**src/rtl/mcl_mbox_seq.sv**
```systemverilog
// MCL-to-MBOX reference sequencer: latches the MCL cycle type, runs the
// request/ack/response handshake and produces EBOX wait, AR/ARX strobes, page-fail and NXM.
module mcl_mbox_seq #(
  parameter int TIMEOUT_CYCLES = 64,
  parameter int CNT_W          = 8
) (
  input  logic clk,
  input  logic RESET,
  input  logic CYC_REQ,
  input  logic VMA_READ,
  input  logic VMA_WRITE,
  input  logic VMA_PAUSE,
  input  logic LOAD_AR,
  input  logic LOAD_ARX,
  input  logic VMA_FETCH,
  input  logic PAGE_ADDRESS_COND,
  input  logic MBOX_ACK,
  input  logic MBOX_RESP,
  output logic MBOX_REQ,
  output logic MBOX_RD,
  output logic MBOX_WR,
  output logic MBOX_RPW,
  output logic MBOX_FETCH,
  output logic EBOX_WAIT,
  output logic LOAD_AR_STB,
  output logic LOAD_ARX_STB,
  output logic PF_TRAP,
  output logic NXM,
  output logic BUSY
);

  typedef enum logic [2:0] {IDLE, REQ, RD_WAIT, WR_WAIT, RPW_HOLD} state_t;

  localparam logic [CNT_W-1:0] TMO_LAST = CNT_W'(TIMEOUT_CYCLES - 1);

  state_t           state;
  logic             cmd_rd;
  logic             cmd_wr;
  logic             cmd_pause;
  logic             cmd_ar;
  logic             cmd_arx;
  logic             second_word;
  logic [CNT_W-1:0] tmo_cnt;

  logic counting;
  logic tmo_hit;
  logic new_req;

  assign counting = (state == REQ) || (state == RD_WAIT) || (state == WR_WAIT);
  assign tmo_hit  = counting && (tmo_cnt == TMO_LAST);
  // A non-write request during the RPW hold is a protocol error and restarts as a fresh IDLE request.
  assign new_req  = CYC_REQ && ((state == IDLE) || ((state == RPW_HOLD) && !VMA_WRITE));

  assign EBOX_WAIT = counting || ((state == IDLE) && CYC_REQ && !PAGE_ADDRESS_COND);
  assign BUSY      = (state != IDLE);

  always_ff @(posedge clk) begin
    if (RESET) begin
      state        <= IDLE;
      cmd_rd       <= 1'b0;
      cmd_wr       <= 1'b0;
      cmd_pause    <= 1'b0;
      cmd_ar       <= 1'b0;
      cmd_arx      <= 1'b0;
      second_word  <= 1'b0;
      tmo_cnt      <= '0;
      MBOX_REQ     <= 1'b0;
      MBOX_RD      <= 1'b0;
      MBOX_WR      <= 1'b0;
      MBOX_RPW     <= 1'b0;
      MBOX_FETCH   <= 1'b0;
      LOAD_AR_STB  <= 1'b0;
      LOAD_ARX_STB <= 1'b0;
      PF_TRAP      <= 1'b0;
      NXM          <= 1'b0;
    end else begin
      LOAD_AR_STB  <= 1'b0;
      LOAD_ARX_STB <= 1'b0;
      PF_TRAP      <= 1'b0;
      NXM          <= 1'b0;

      // Saturating timeout counter; state transitions below clear it again.
      if (MBOX_RESP)
        tmo_cnt <= '0;
      else if (counting && !tmo_hit)
        tmo_cnt <= tmo_cnt + CNT_W'(1);

      if (new_req) begin
        MBOX_RPW <= 1'b0;
        tmo_cnt  <= '0;
        if (PAGE_ADDRESS_COND) begin
          PF_TRAP <= 1'b1;
          state   <= IDLE;
        end else begin
          cmd_rd      <= VMA_READ;
          cmd_wr      <= VMA_WRITE;
          cmd_pause   <= VMA_PAUSE;
          cmd_ar      <= LOAD_AR;
          cmd_arx     <= LOAD_ARX;
          second_word <= 1'b0;
          MBOX_REQ    <= 1'b1;
          MBOX_RD     <= VMA_READ;
          MBOX_WR     <= VMA_WRITE && !VMA_READ;
          MBOX_FETCH  <= VMA_FETCH;
          state       <= REQ;
        end
      end else begin
        case (state)
          REQ: begin
            if (MBOX_ACK) begin
              MBOX_REQ   <= 1'b0;
              MBOX_RD    <= 1'b0;
              MBOX_WR    <= 1'b0;
              MBOX_FETCH <= 1'b0;
              tmo_cnt    <= '0;
              state      <= cmd_rd ? RD_WAIT : WR_WAIT;
            end else if (tmo_hit) begin
              MBOX_REQ   <= 1'b0;
              MBOX_RD    <= 1'b0;
              MBOX_WR    <= 1'b0;
              MBOX_FETCH <= 1'b0;
              MBOX_RPW   <= 1'b0;
              NXM        <= 1'b1;
              tmo_cnt    <= '0;
              state      <= IDLE;
            end
          end
          RD_WAIT: begin
            if (MBOX_RESP) begin
              if (!second_word && cmd_ar)
                LOAD_AR_STB <= 1'b1;
              else
                LOAD_ARX_STB <= 1'b1;
              // An RW cycle also parks in the hold so the write half can follow.
              if (cmd_ar && cmd_arx && !second_word) begin
                second_word <= 1'b1;
              end else begin
                MBOX_RPW <= cmd_pause || cmd_wr;
                state    <= (cmd_pause || cmd_wr) ? RPW_HOLD : IDLE;
              end
            end else if (tmo_hit) begin
              MBOX_RPW <= 1'b0;
              NXM      <= 1'b1;
              tmo_cnt  <= '0;
              state    <= IDLE;
            end
          end
          WR_WAIT: begin
            if (MBOX_RESP) begin
              MBOX_RPW <= 1'b0;
              state    <= IDLE;
            end else if (tmo_hit) begin
              MBOX_RPW <= 1'b0;
              NXM      <= 1'b1;
              tmo_cnt  <= '0;
              state    <= IDLE;
            end
          end
          RPW_HOLD: begin
            if (CYC_REQ) begin
              cmd_rd      <= 1'b0;
              cmd_wr      <= 1'b1;
              cmd_pause   <= 1'b0;
              cmd_ar      <= 1'b0;
              cmd_arx     <= 1'b0;
              second_word <= 1'b0;
              MBOX_REQ    <= 1'b1;
              MBOX_RD     <= 1'b0;
              MBOX_WR     <= 1'b1;
              MBOX_FETCH  <= 1'b0;
              tmo_cnt     <= '0;
              state       <= REQ;
            end
          end
          default: ;
        endcase
      end
    end
  end

endmodule
```
**config.mk**
```make
export PLATFORM = sky130hd
export DESIGN_NAME = mcl_mbox_seq
export DESIGN_NICKNAME = d
export VERILOG_FILES = /design/src/rtl/mcl_mbox_seq.sv
export SDC_FILE = /design/constraint.sdc
export NUM_CORES = 1
export LEC_CHECK = 0
export CORE_UTILIZATION = 35
export CTS_BUF_LIST = sky130_fd_sc_hd__clkbuf_4 sky130_fd_sc_hd__clkbuf_8
export DETAILED_ROUTE_END_ITERATION = 8
export PLACE_DENSITY_LB_ADDON = 0.2
export SLEW_MARGIN = 20
export SYNTH_ARGS = -nofsm -noshare
export SYNTH_HDL_FRONTEND = slang
export SYNTH_SLANG_ARGS = --single-unit
```
**constraint.sdc**
```tcl
create_clock -name clk -period 1.66 [get_ports clk]
set_input_delay 0.498 -clock clk [delete_from_list [all_inputs] [get_ports clk]]
set_output_delay 0.498 -clock clk [all_outputs]
set_load 0.02 [all_outputs]
```
==> flow_results.xml <==
<?xml version="1.0" encoding="UTF-8"?>
<metrics>
  <group name="run_status">
    <metric name="status" unit="">finished with violations</metric>
    <metric name="violated_checks" unit="">negative setup slack</metric>
  </group>
  <group name="place">
    <metric name="place.gp.congestion" unit="">0.892</metric>
    <metric name="placed_cells" unit="">248</metric>
    <metric name="pre_cts_slack" unit="ns">-0.714</metric>
    <metric name="place.port_buffers" unit="">22</metric>
    <metric name="post-dp-hpwl" unit="um">2540</metric>
  </group>
  <group name="final_layout">
    <metric name="design.final.nets" unit="">231</metric>
    <metric name="syn2layout_area_growth" unit="%">64.3</metric>
    <metric name="insertedDiodeCount" unit="">0</metric>
    <metric name="max_reg_flops" unit="">8</metric>
    <metric name="final_util" unit="">0.610</metric>
    <metric name="num-fill-cells" unit="">294</metric>
    <metric name="layoutNonFillerInstCount" unit="">263</metric>
    <metric name="share_of_post_route_cells_with_drive_strength_above_1" unit="">0.433</metric>
    <metric name="layout_top_registers" unit="">tmo_cnt x8, state x3</metric>
    <metric name="largest_register_by_flop_count" unit="">tmo_cnt</metric>
  </group>
  <group name="global_route">
    <metric name="use_met2" unit="">0.308</metric>
    <metric name="groute.usage.overall" unit="">0.197</metric>
    <metric name="grt.overflow.total" unit="">0</metric>
    <metric name="largest_net_degree_at_the_start_of_global_routing" unit="">16</metric>
    <metric name="number_of_antenna_violations_at_the_first_check_in_global_routing" unit="">0</metric>
    <metric name="grt_pass1_wl" unit="um">6190</metric>
    <metric name="globalRouteMet1Util" unit="">0.271</metric>
    <metric name="via_count_of_the_first_global_routing_pass" unit="">1369</metric>
    <metric name="groute.layer.met3.usage" unit="">0.0423</metric>
    <metric name="top_usage_layer" unit="">met2</metric>
  </group>
  <group name="clock_tree">
    <metric name="cts.root.buffer_cell" unit="">sky130_fd_sc_hd__clkbuf_4</metric>
    <metric name="clkSinkCount" unit="">26</metric>
    <metric name="cts-hold-fix-buffers" unit="">0</metric>
    <metric name="tritoncts" unit="">done</metric>
    <metric name="clockBufferDepth" unit="">2</metric>
    <metric name="clock_transition_at_the_registers_of_the_reported_paths" unit="ns">0.15</metric>
    <metric name="clock_latency" unit="ns">0.33</metric>
    <metric name="cts_buffers" unit="">3</metric>
    <metric name="h-tree-depth" unit="">1</metric>
  </group>
  <group name="route">
    <metric name="number_of_violations_reported_at_the_end_of_detailed_routing_iteration_0" unit="">65</metric>
    <metric name="number_of_detailed_route_iterations_in_the_first_pass" unit="">4</metric>
    <metric name="routed_wirelength" unit="um">3750</metric>
    <metric name="route.vias.total" unit="">1331</metric>
    <metric name="drt_drc_violations_left" unit="">0</metric>
    <metric name="wl_per_cell" unit="um">14.3</metric>
    <metric name="routed_via_density" unit="">5.06</metric>
    <metric name="ant_nets" unit="">0</metric>
  </group>
  <group name="timing">
    <metric name="setup_violations" unit="">9</metric>
    <metric name="worst_clock_skew" unit="ns">0.00620</metric>
    <metric name="worstMarginPinSlew" unit="ns">0.377</metric>
    <metric name="totalNegativeSetupSlack" unit="ns">-0.142</metric>
    <metric name="report.final.slew_viol_count" unit="">0</metric>
    <metric name="max_freq" unit="GHz">0.588</metric>
    <metric name="slew_headroom" unit="">0.748</metric>
    <metric name="grt_setup_unrepaired" unit="">yes</metric>
    <metric name="finalCritPeriodShare" unit="">1.02</metric>
    <metric name="final_critical_path_setup_slack" unit="ns">-0.0411</metric>
    <metric name="hold_violations" unit="">0</metric>
    <metric name="period_minus_slack" unit="ns">1.70</metric>
  </group>
  <group name="setup_path">
    <metric name="arrival_time_reported_for_the_critical_path_endpoint" unit="ns">1.97</metric>
    <metric name="type_of_the_setup_path_with_the_least_slack" unit="">flip-flop to flip-flop</metric>
    <metric name="endpoint_kind" unit="">flip-flop</metric>
    <metric name="critical_path_peak_fanout" unit="">4</metric>
    <metric name="worst_setup_path_start_kind" unit="">flip-flop</metric>
    <metric name="timing.critical_path.required" unit="ns">1.93</metric>
  </group>
  <group name="yosys">
    <metric name="yosysTopAreaCellShare" unit="">0.410</metric>
    <metric name="syn_inst" unit="">147</metric>
    <metric name="synth.most_common_cell" unit="">sky130_fd_sc_hd__dfxtp_1</metric>
    <metric name="async_flop_share" unit="">0</metric>
    <metric name="edff_count_synth" unit="">0</metric>
    <metric name="post_synth_main_area_contributors" unit="">sky130_fd_sc_hd__dfxtp_1 (41%), sky130_fd_sc_hd__nor2_1 (5.3%), sky130_fd_sc_hd__nand2_1 (4.1%), sky130_fd_sc_hd__a21oi_1 (3.2%), sky130_fd_sc_hd__a22oi_1 (3.0%)</metric>
    <metric name="fraction_of_the_yosys_area_taken_by_sequential_cells" unit="">0.410</metric>
    <metric name="most_instantiated_cells_after_synthesis" unit="">sky130_fd_sc_hd__dfxtp_1 (26), sky130_fd_sc_hd__nor2_1 (18), sky130_fd_sc_hd__nand2_1 (14)</metric>
    <metric name="synth_flop_cell" unit="">sky130_fd_sc_hd__dfxtp_1</metric>
    <metric name="synthDistinctLibCells" unit="">46</metric>
    <metric name="syn-cell-area" unit="um^2">1270</metric>
    <metric name="syn-mean-instance-area" unit="um^2">8.63</metric>
    <metric name="mappedNetlistNets" unit="">160</metric>
    <metric name="yosys_warnings" unit="">0</metric>
    <metric name="synth_top_area_cell" unit="">sky130_fd_sc_hd__dfxtp_1</metric>
    <metric name="synth-seq-cells" unit="">26</metric>
  </group>
  <group name="die">
    <metric name="floorplan.die_area" unit="um^2">3870</metric>
    <metric name="boundaryPins" unit="">23</metric>
    <metric name="die_h" unit="um">62.2</metric>
    <metric name="initial_utilization" unit="">0.371</metric>
    <metric name="placeableCoreArea" unit="um^2">3420</metric>
    <metric name="rows" unit="">21</metric>
    <metric name="floorplan.die.width" unit="um">62.2</metric>
  </group>
  <group name="power">
    <metric name="intPower" unit="W">0.00134</metric>
    <metric name="p_leak" unit="nW">0.897</metric>
    <metric name="part_of_the_total_power_dissipated_in_combinational_logic" unit="">0.411</metric>
    <metric name="power_frac_seq" unit="">0.358</metric>
    <metric name="power_frac_clock" unit="">0.230</metric>
    <metric name="power.share.switching" unit="">0.303</metric>
    <metric name="power_switching" unit="W">0.000585</metric>
    <metric name="cellPowerDensity" unit="nW/um^2">925</metric>
    <metric name="peakVddDrop" unit="mV">0.546</metric>
    <metric name="post-layout-total-power" unit="W">0.00193</metric>
  </group>
  <group name="run">
    <metric name="drv.max_cap_violation_count" unit="">0</metric>
  </group>
  <group name="hold_path">
    <metric name="hold_crit_path_type" unit="">flip-flop to flip-flop</metric>
  </group>
</metrics>
-- repair_timing --
action	in CTS	in global routing
setup buffers	9	3
resized for setup	49	23
endpoints found under the setup margin	34	22
pin swaps	19	11
-- path summary, 6_finish.rpt --
path / startpoint / endpoint / slack, ns / cells past startpoint
worst max register to register: tmo_cnt[1] / state[1] / -0.04 / 6
worst min register to register: MBOX_FETCH / MBOX_FETCH / 0.49 / 2
worst min-delay path: MBOX_FETCH / MBOX_FETCH / 0.49 / 2
worst max-delay path: tmo_cnt[1] / state[1] / -0.04 / 6
-- through the flow --
step                area [um^2]  hold slack [ns]
global placement           1800            0.454
finish                     2080            0.486
detailed placement         1800            0.463
global route               2080            0.500
floorplan                  1270            0.454
CTS                        1990            0.493
-- cell usage in the layout, fill, tap and decap left out, types with 2 or more instances in the layout --
master,count
sky130_fd_sc_hd__nand2_1,13
sky130_fd_sc_hd__mux2i_1,2
sky130_fd_sc_hd__nor3_2,2
sky130_fd_sc_hd__xor2_1,3
sky130_fd_sc_hd__a22o_1,2
sky130_fd_sc_hd__nor2_4,3
sky130_fd_sc_hd__dfxtp_2,3
sky130_fd_sc_hd__nand4_1,2
sky130_fd_sc_hd__buf_6,6
sky130_fd_sc_hd__nor2_1,15
sky130_fd_sc_hd__dfxtp_4,2
sky130_fd_sc_hd__nand3_1,5
sky130_fd_sc_hd__clkdlybuf4s50_1,7
sky130_fd_sc_hd__a21oi_1,5
sky130_fd_sc_hd__a21oi_2,3
sky130_fd_sc_hd__clkdlybuf4s15_2,2
sky130_fd_sc_hd__a31oi_1,3
sky130_fd_sc_hd__inv_1,4
sky130_fd_sc_hd__a22oi_1,5
sky130_fd_sc_hd__clkbuf_4,3
sky130_fd_sc_hd__and3_1,4
sky130_fd_sc_hd__nand2b_1,4
sky130_fd_sc_hd__buf_4,45
sky130_fd_sc_hd__nor3_1,2
sky130_fd_sc_hd__o21ai_0,5
sky130_fd_sc_hd__a21boi_1,2
sky130_fd_sc_hd__dfxtp_1,21
sky130_fd_sc_hd__dlygate4sd2_1,11
-- critical path, stage by stage, from the launching register on --
cell and delay [ns]:
sky130_fd_sc_hd__dfxtp_2 0.37, sky130_fd_sc_hd__ha_4 0.15, sky130_fd_sc_hd__and4bb_4 0.21, sky130_fd_sc_hd__and2_4 0.16, sky130_fd_sc_hd__o32a_1 0.28, sky130_fd_sc_hd__or3_1 0.33, sky130_fd_sc_hd__a21oi_2 0.14
-- logic make-up after synthesis --
| kind of cell | Yosys count | synth area share |
|---|---|---|
| flip-flops | 26 | 0.410 |
| XOR/XNOR | 5 | 0.0345 |
| buffers and inverters | 10 | 0.0434 |
| multiplexers | 2 | 0.0158 |
| adder cells (fa/ha/maj) | 1 | 0.00986 |
| AO/OA/AOI/OAI | 37 | 0.209 |
| AND/OR/NAND/NOR | 66 | 0.277 |
-- per-layer routing --
layer | wire [um] | share of wire | vias up
met3 | 185 | 0.049 | 4
met2 | 1800 | 0.48 | 43
li1 | - | - | 665
met1 | 1720 | 0.46 | 619
met4 | 45 | 0.012 | 0
met5 | 0 | 0 | -
-- layout make-up --
cell class | count | area [um^2] | share of cell area
clock inverters | 1 | 30.0 | 0.0144
well taps | 46 | 57.6 | 0.0276
clock buffers | 3 | 22.5 | 0.0108
multi-input cells | 111 | 828 | 0.397
flip-flops and latches | 26 | 532 | 0.255
repair buffers | 72 | 599 | 0.288
inverters | 4 | 15.0 | 0.00720
-- power by group through the flow --
stage / Sequential (W) / Combinational, W / Clock, W
detailed placement: 0.000691 / 0.000625 / 0
finish: 0.000690 / 0.000793 / 0.000444
global placement: 0.000690 / 0.000618 / 0
CTS: 0.000681 / 0.000710 / 0.000456
floorplan: 0.000698 / 0.000311 / 0
global route: 0.000694 / 0.000851 / 0.000480
Power figures use the tool's default switching activity.
